--- src/rtl/nibble_serial_addsub_pkg.sv ---
// Shared definitions for the nibble-serial add/subtract controller:
// nibble width, controller states and the slice carry-out reconstruction.
package nibble_serial_addsub_pkg;

  localparam int NIBBLE_W = 4;

  typedef enum logic [1:0] {
    IDLE = 2'd0,
    RUN  = 2'd1,
    DONE = 2'd2
  } state_e;

  // The slice exposes only sum and signed overflow; recover the unsigned carry
  // out of its MSB from the operand and result sign bits.
  function automatic logic nibble_carry(input logic [NIBBLE_W-1:0] a,
                                        input logic [NIBBLE_W-1:0] b,
                                        input logic [NIBBLE_W-1:0] r);
    return (a[NIBBLE_W-1] & b[NIBBLE_W-1]) |
           ((a[NIBBLE_W-1] ^ b[NIBBLE_W-1]) & ~r[NIBBLE_W-1]);
  endfunction

endpackage

--- src/rtl/nibble_serial_addsub.sv ---
// Wide signed add/subtract performed one nibble per cycle through an external
// combinational 4-bit adder slice, with valid/ready operand and result ports.
module nibble_serial_addsub
  import nibble_serial_addsub_pkg::*;
#(
  parameter int NIBBLES = 4,
  localparam int W      = NIBBLE_W * NIBBLES
) (
  input  logic                clk,
  input  logic                rst_n,
  input  logic                in_valid,
  output logic                in_ready,
  input  logic [W-1:0]        in_a,
  input  logic [W-1:0]        in_b,
  input  logic                in_op,
  output logic [NIBBLE_W-1:0] slice_a,
  output logic [NIBBLE_W-1:0] slice_b,
  output logic                slice_cin,
  input  logic [NIBBLE_W-1:0] slice_result,
  input  logic                slice_ovf,
  output logic                out_valid,
  input  logic                out_ready,
  output logic [W-1:0]        out_sum,
  output logic                out_overflow,
  output logic                out_carry,
  output logic                out_zero
);

  // Handshakes: a transfer happens on a rising edge where valid && ready;
  // valid never depends on ready, and DONE holds every output until taken.

  localparam int IDX_W = (NIBBLES > 1) ? $clog2(NIBBLES) : 1;
  localparam logic [IDX_W-1:0] LAST_IDX = IDX_W'(NIBBLES - 1);

  state_e state_q, state_d;
  logic [IDX_W-1:0] idx_q, idx_d;
  logic carry_q, carry_d;
  logic [NIBBLES-1:0][NIBBLE_W-1:0] a_q, a_d, b_q, b_d, sum_q, sum_d;
  logic ovf_q, ovf_d, cout_q, cout_d;
  logic accept, last, nib_carry;

  assign accept    = (state_q == IDLE) && in_valid;
  assign last      = (idx_q == LAST_IDX);
  assign nib_carry = nibble_carry(slice_a, slice_b, slice_result);

  always_ff @(posedge clk or negedge rst_n) begin
    if (!rst_n) state_q <= IDLE;
    else        state_q <= state_d;
  end

  always_comb begin
    state_d = state_q;
    case (state_q)
      IDLE:    if (in_valid)  state_d = RUN;
      RUN:     if (last)      state_d = DONE;
      DONE:    if (out_ready) state_d = IDLE;
      default: state_d = IDLE;
    endcase
  end

  always_comb begin
    in_ready  = 1'b0;
    out_valid = 1'b0;
    slice_a   = '0;
    slice_b   = '0;
    slice_cin = 1'b0;
    case (state_q)
      IDLE: in_ready = 1'b1;
      RUN: begin
        slice_a   = a_q[idx_q];
        slice_b   = b_q[idx_q];
        slice_cin = carry_q;
      end
      DONE:    out_valid = 1'b1;
      default: ;
    endcase
  end

  // Subtraction is A + ~B + 1: B is inverted on capture and the +1 enters as carry.
  always_comb begin
    idx_d   = idx_q;
    carry_d = carry_q;
    a_d     = a_q;
    b_d     = b_q;
    sum_d   = sum_q;
    ovf_d   = ovf_q;
    cout_d  = cout_q;
    if (accept) begin
      a_d     = in_a;
      b_d     = in_op ? ~in_b : in_b;
      carry_d = in_op;
      idx_d   = '0;
    end else if (state_q == RUN) begin
      sum_d[idx_q] = slice_result;
      carry_d      = nib_carry;
      idx_d        = idx_q + IDX_W'(1);
      if (last) begin
        ovf_d  = slice_ovf;
        cout_d = nib_carry;
      end
    end
  end

  always_ff @(posedge clk or negedge rst_n) begin
    if (!rst_n) begin
      idx_q   <= '0;
      carry_q <= 1'b0;
      a_q     <= '0;
      b_q     <= '0;
      sum_q   <= '0;
      ovf_q   <= 1'b0;
      cout_q  <= 1'b0;
    end else begin
      idx_q   <= idx_d;
      carry_q <= carry_d;
      a_q     <= a_d;
      b_q     <= b_d;
      sum_q   <= sum_d;
      ovf_q   <= ovf_d;
      cout_q  <= cout_d;
    end
  end

  assign out_sum      = sum_q;
  assign out_overflow = ovf_q;
  assign out_carry    = cout_q;
  assign out_zero     = (sum_q == '0);

endmodule
--- config.mk ---
export PLATFORM = sky130hd
export DESIGN_NAME = nibble_serial_addsub
export DESIGN_NICKNAME = d
export VERILOG_FILES = /design/src/rtl/nibble_serial_addsub_pkg.sv /design/src/rtl/nibble_serial_addsub.sv
export SDC_FILE = /design/constraint.sdc
export NUM_CORES = 1
export LEC_CHECK = 0
export ABC_AREA = 1
export BUFFER_PORTS_ARGS = -buffer_cell sky130_fd_sc_hd__buf_4
export CAP_MARGIN = 20
export CORE_MARGIN = 1.5
export CORE_UTILIZATION = 56
export DETAILED_ROUTE_END_ITERATION = 12
export PLACE_DENSITY = 0.86
export SYNTH_ARGS = -nofsm -noshare
export SYNTH_HDL_FRONTEND = slang
export SYNTH_SLANG_ARGS = --single-unit
--- constraint.sdc ---
create_clock -name clk -period 3.1 [get_ports clk]
set_input_delay 0.31 -clock clk [delete_from_list [all_inputs] [get_ports clk]]
set_output_delay 0.31 -clock clk [all_outputs]
set_load 0.03 [all_outputs]
==> impl_metrics.py <==
metrics = {
    "cts": {
        "cts_tree": "done",
        "postCtsSetupBuffers": 0,
        "cts_sinks": 55,
        "cts_max_path_buffers": 2,
        "clock-root-buffer": "clkbuf_8",
        "hold_buffers": 0,
        "clk_latency_ns": 0.31,
        "cts_resized": 0,
        "htreeDepth": 2,
        "path_clk_slew_ns": 0.09,
        "numCtsBuffers": 5,
    },
    "logic_synthesis": {
        "synthTopCellsByArea": "dfrtp_1, nand2_1, o21ai_0",
        "synth_warnings": 0,
        "synth-seq-cells": 55,
        "synth.area.mux_share_pct": 0,
        "synth_most_common_cell": "nand2_1",
        "avgSynthCellArea_um2": 8.33,
        "synth_cells": 324,
        "syn_area_um2": 2700,
        "synth_top_family_by_area": "simple AND/OR/NAND/NOR gates",
        "syn_nets": 371,
        "synth.yosys.seq_area_share_pct": 51.0,
        "async_reset_ff_share_pct": 100,
        "yosysUniqueCellTypes": 22,
        "synth_xor_area_share_pct": 5.19,
        "synth_top_area_cell": "dfrtp_1",
        "synthTopCellsByCount": "nand2_1, dfrtp_1, inv_1",
        "synth_top_area_share_pct": 51.0,
        "synth-edff-count": 0,
        "synth_adder_area_share_pct": 2.32,
        "synth_compound_gate_area_share_pct": 12.1,
        "synthSimpleGateAreaFrac_pct": 19.4,
        "synthFlopType": "dfrtp_1",
    },
    "sta": {
        "max_freq_ghz": 0.440,
        "slew_violations": 0,
        "finalHoldViolations": 0,
        "clock_skew_ns": 0.00788,
        "finalSetupViolCount": 0,
        "timing.setup.tns_ns": 0,
        "setup_ws_ns": 0.830,
        "rsz0062_at_grt": "no",
        "worst_slew_pin_slew_ns": 0.669,
        "slew_headroom_pct": 55.4,
        "period_share_pct": 73.2,
        "post-route-min-period_ns": 2.27,
    },
    "setup_path": {
        "crit_path_top_delay_cell": "dfrtp_1",
        "start_kind": "register",
        "path_cells": "inv_2, nand2_1, nand3_1, a21oi_1, buf_4",
        "critical_path_arrival_ns": 1.96,
        "cp.buffers_inverters": 2,
        "critPathTopFamily": "flip-flops",
        "required_ns": 2.79,
        "worstSetupPathType": "reg2out",
        "cp-end-kind": "output pin",
        "max_stage_delay_ns": 0.75,
        "worstPathMaxFanout": 21,
    },
    "status": {
        "status": "finished, final reports clean",
    },
    "route": {
        "vias": 2260,
        "ant_nets": 0,
        "viasPerCell": 5.10,
        "routedWlPerCell_um": 12.6,
        "dr.pass1.iters": 4,
        "drc": 0,
        "drtIter0Drc": 122,
        "postRouteWirelength_um": 5560,
    },
    "floorplan": {
        "num_rows": 25,
        "ios": 72,
        "initial_utilization_pct": 57.5,
        "die_w_um": 72.4,
        "die_area_um2": 5240,
        "die_h_um": 72.4,
        "coreArea_um2": 4690,
    },
    "global_route": {
        "grt_overflow": 0,
        "grt_max_degree": 56,
        "antenna_found_initial": 0,
        "grt.total_usage_pct": 22.5,
        "grt_pass1_vias": 2109,
        "grt_pass1_wl_um": 9160,
    },
    "cells_and_area": {
        "layout.nets": 435,
        "syn2layout_area_growth_pct": 22.7,
        "fillers": 360,
        "drive_gt1_share_pct": 22.6,
        "post-route-util_pct": 70.6,
        "antenna_cells": 0,
    },
    "placement": {
        "gp_congestion": 0.826,
        "port_buffers": 71,
        "dp_hpwl_um": 4020,
        "place_ws_ns": 1.03,
    },
    "power_and_ir_drop": {
        "powerDensity_nw_per_um2": 1100,
        "p_leak_nw": 1.73,
        "irDropWorstVdd_mv": 0.416,
    },
    "job": {
        "drv_cap": 0,
    },
    "min_path": {
        "hold_path.class": "in2async",
    },
}
-- metal layers --
layer | global-route usage [%] | part of all wire (%) | wire [um] | up-vias
met5 | 0 | 0 | 0 | -
li1 | - | - | - | 1140
met4 | 5.87 | 1.3 | 70 | 0
met1 | 28.5 | 43 | 2420 | 1042
met2 | 38.7 | 49 | 2750 | 70
met3 | 5.56 | 5.9 | 327 | 8
-- registers in the layout, indices dropped and copies added (netlist names) --
signal / cells
a_q: 16
carry_q: 1
out_carry: 1
state_q: 2
b_q: 16
out_overflow: 1
out_sum: 16
idx_q: 2
-- cells in the final DEF (no fill, tap or decap), drive strengths merged --
cell     n
a21o     1
a21oi    8
buf     71
bufinv   1
clkbuf   6
clkinv   2
dfrtp   55
ha       5
inv     42
nand2   99
nand3   17
nand4    2
nor2    12
o21ai   51
o31ai    1
xnor2   16
-- metrics by stage --
stage | std cells | hold WS (ns) | instance area (um^2) | total power [mW]
finish | 443 | 0.0298 | 3310 | 3.65
CTS | 443 | 0.0496 | 3310 | 3.67
global route | 443 | 0.0813 | 3310 | 3.94
detailed placement | 435 | 0.387 | 3190 | 3.17
global placement | 435 | 0.380 | 3190 | 3.10
floorplan | 324 | 0.0144 | 2700 | 2.60
-- area by class of cell --
class                      count  area, um^2  area share [%]
clock inverter                 2        35.0            1.06
timing repair buffer          71         533            16.1
inverter                      43         164            4.95
tap                           54        67.6            2.04
clock buffer                   6        82.6            2.49
sequential                    55        1380            41.6
multi-input combinational    212        1050            31.8
-- power breakdown --
part           switching [mW]  leakage, nW  internal (mW)
Combinational            1.20        0.990          0.658
Sequential              0.239        0.679           1.06
Clock                   0.229       0.0612          0.262
-- worst paths after layout --
check | startpoint | to | slack [ns] | cells past startpoint
max | idx_q[0] | slice_a[2] | 0.83 | 5
min | rst_n | state_q[1] | 0.03 | 1
max reg2reg | idx_q[0] | carry_q | 0.99 | 8
min reg2reg | b_q[3] | b_q[3] | 0.49 | 2
max in group asynchronous | rst_n | b_q[2] | 2.63 | 1
min in group clk | slice_ovf | out_overflow | 0.20 | 3
-- cells by family (layout without fill, tap and decap cells) --
kind of cell | count (synthesis) | in the layout
adders and majority gates | 5 | 5
DFF | 55 | 55
buffers and inverters | 57 | 122
xor gates and xnor gates | 16 | 16
AOI/OAI and AO/OA | 61 | 61
and+or+nand+nor | 130 | 130
Note: power is estimated with default switching activity, not from simulation.
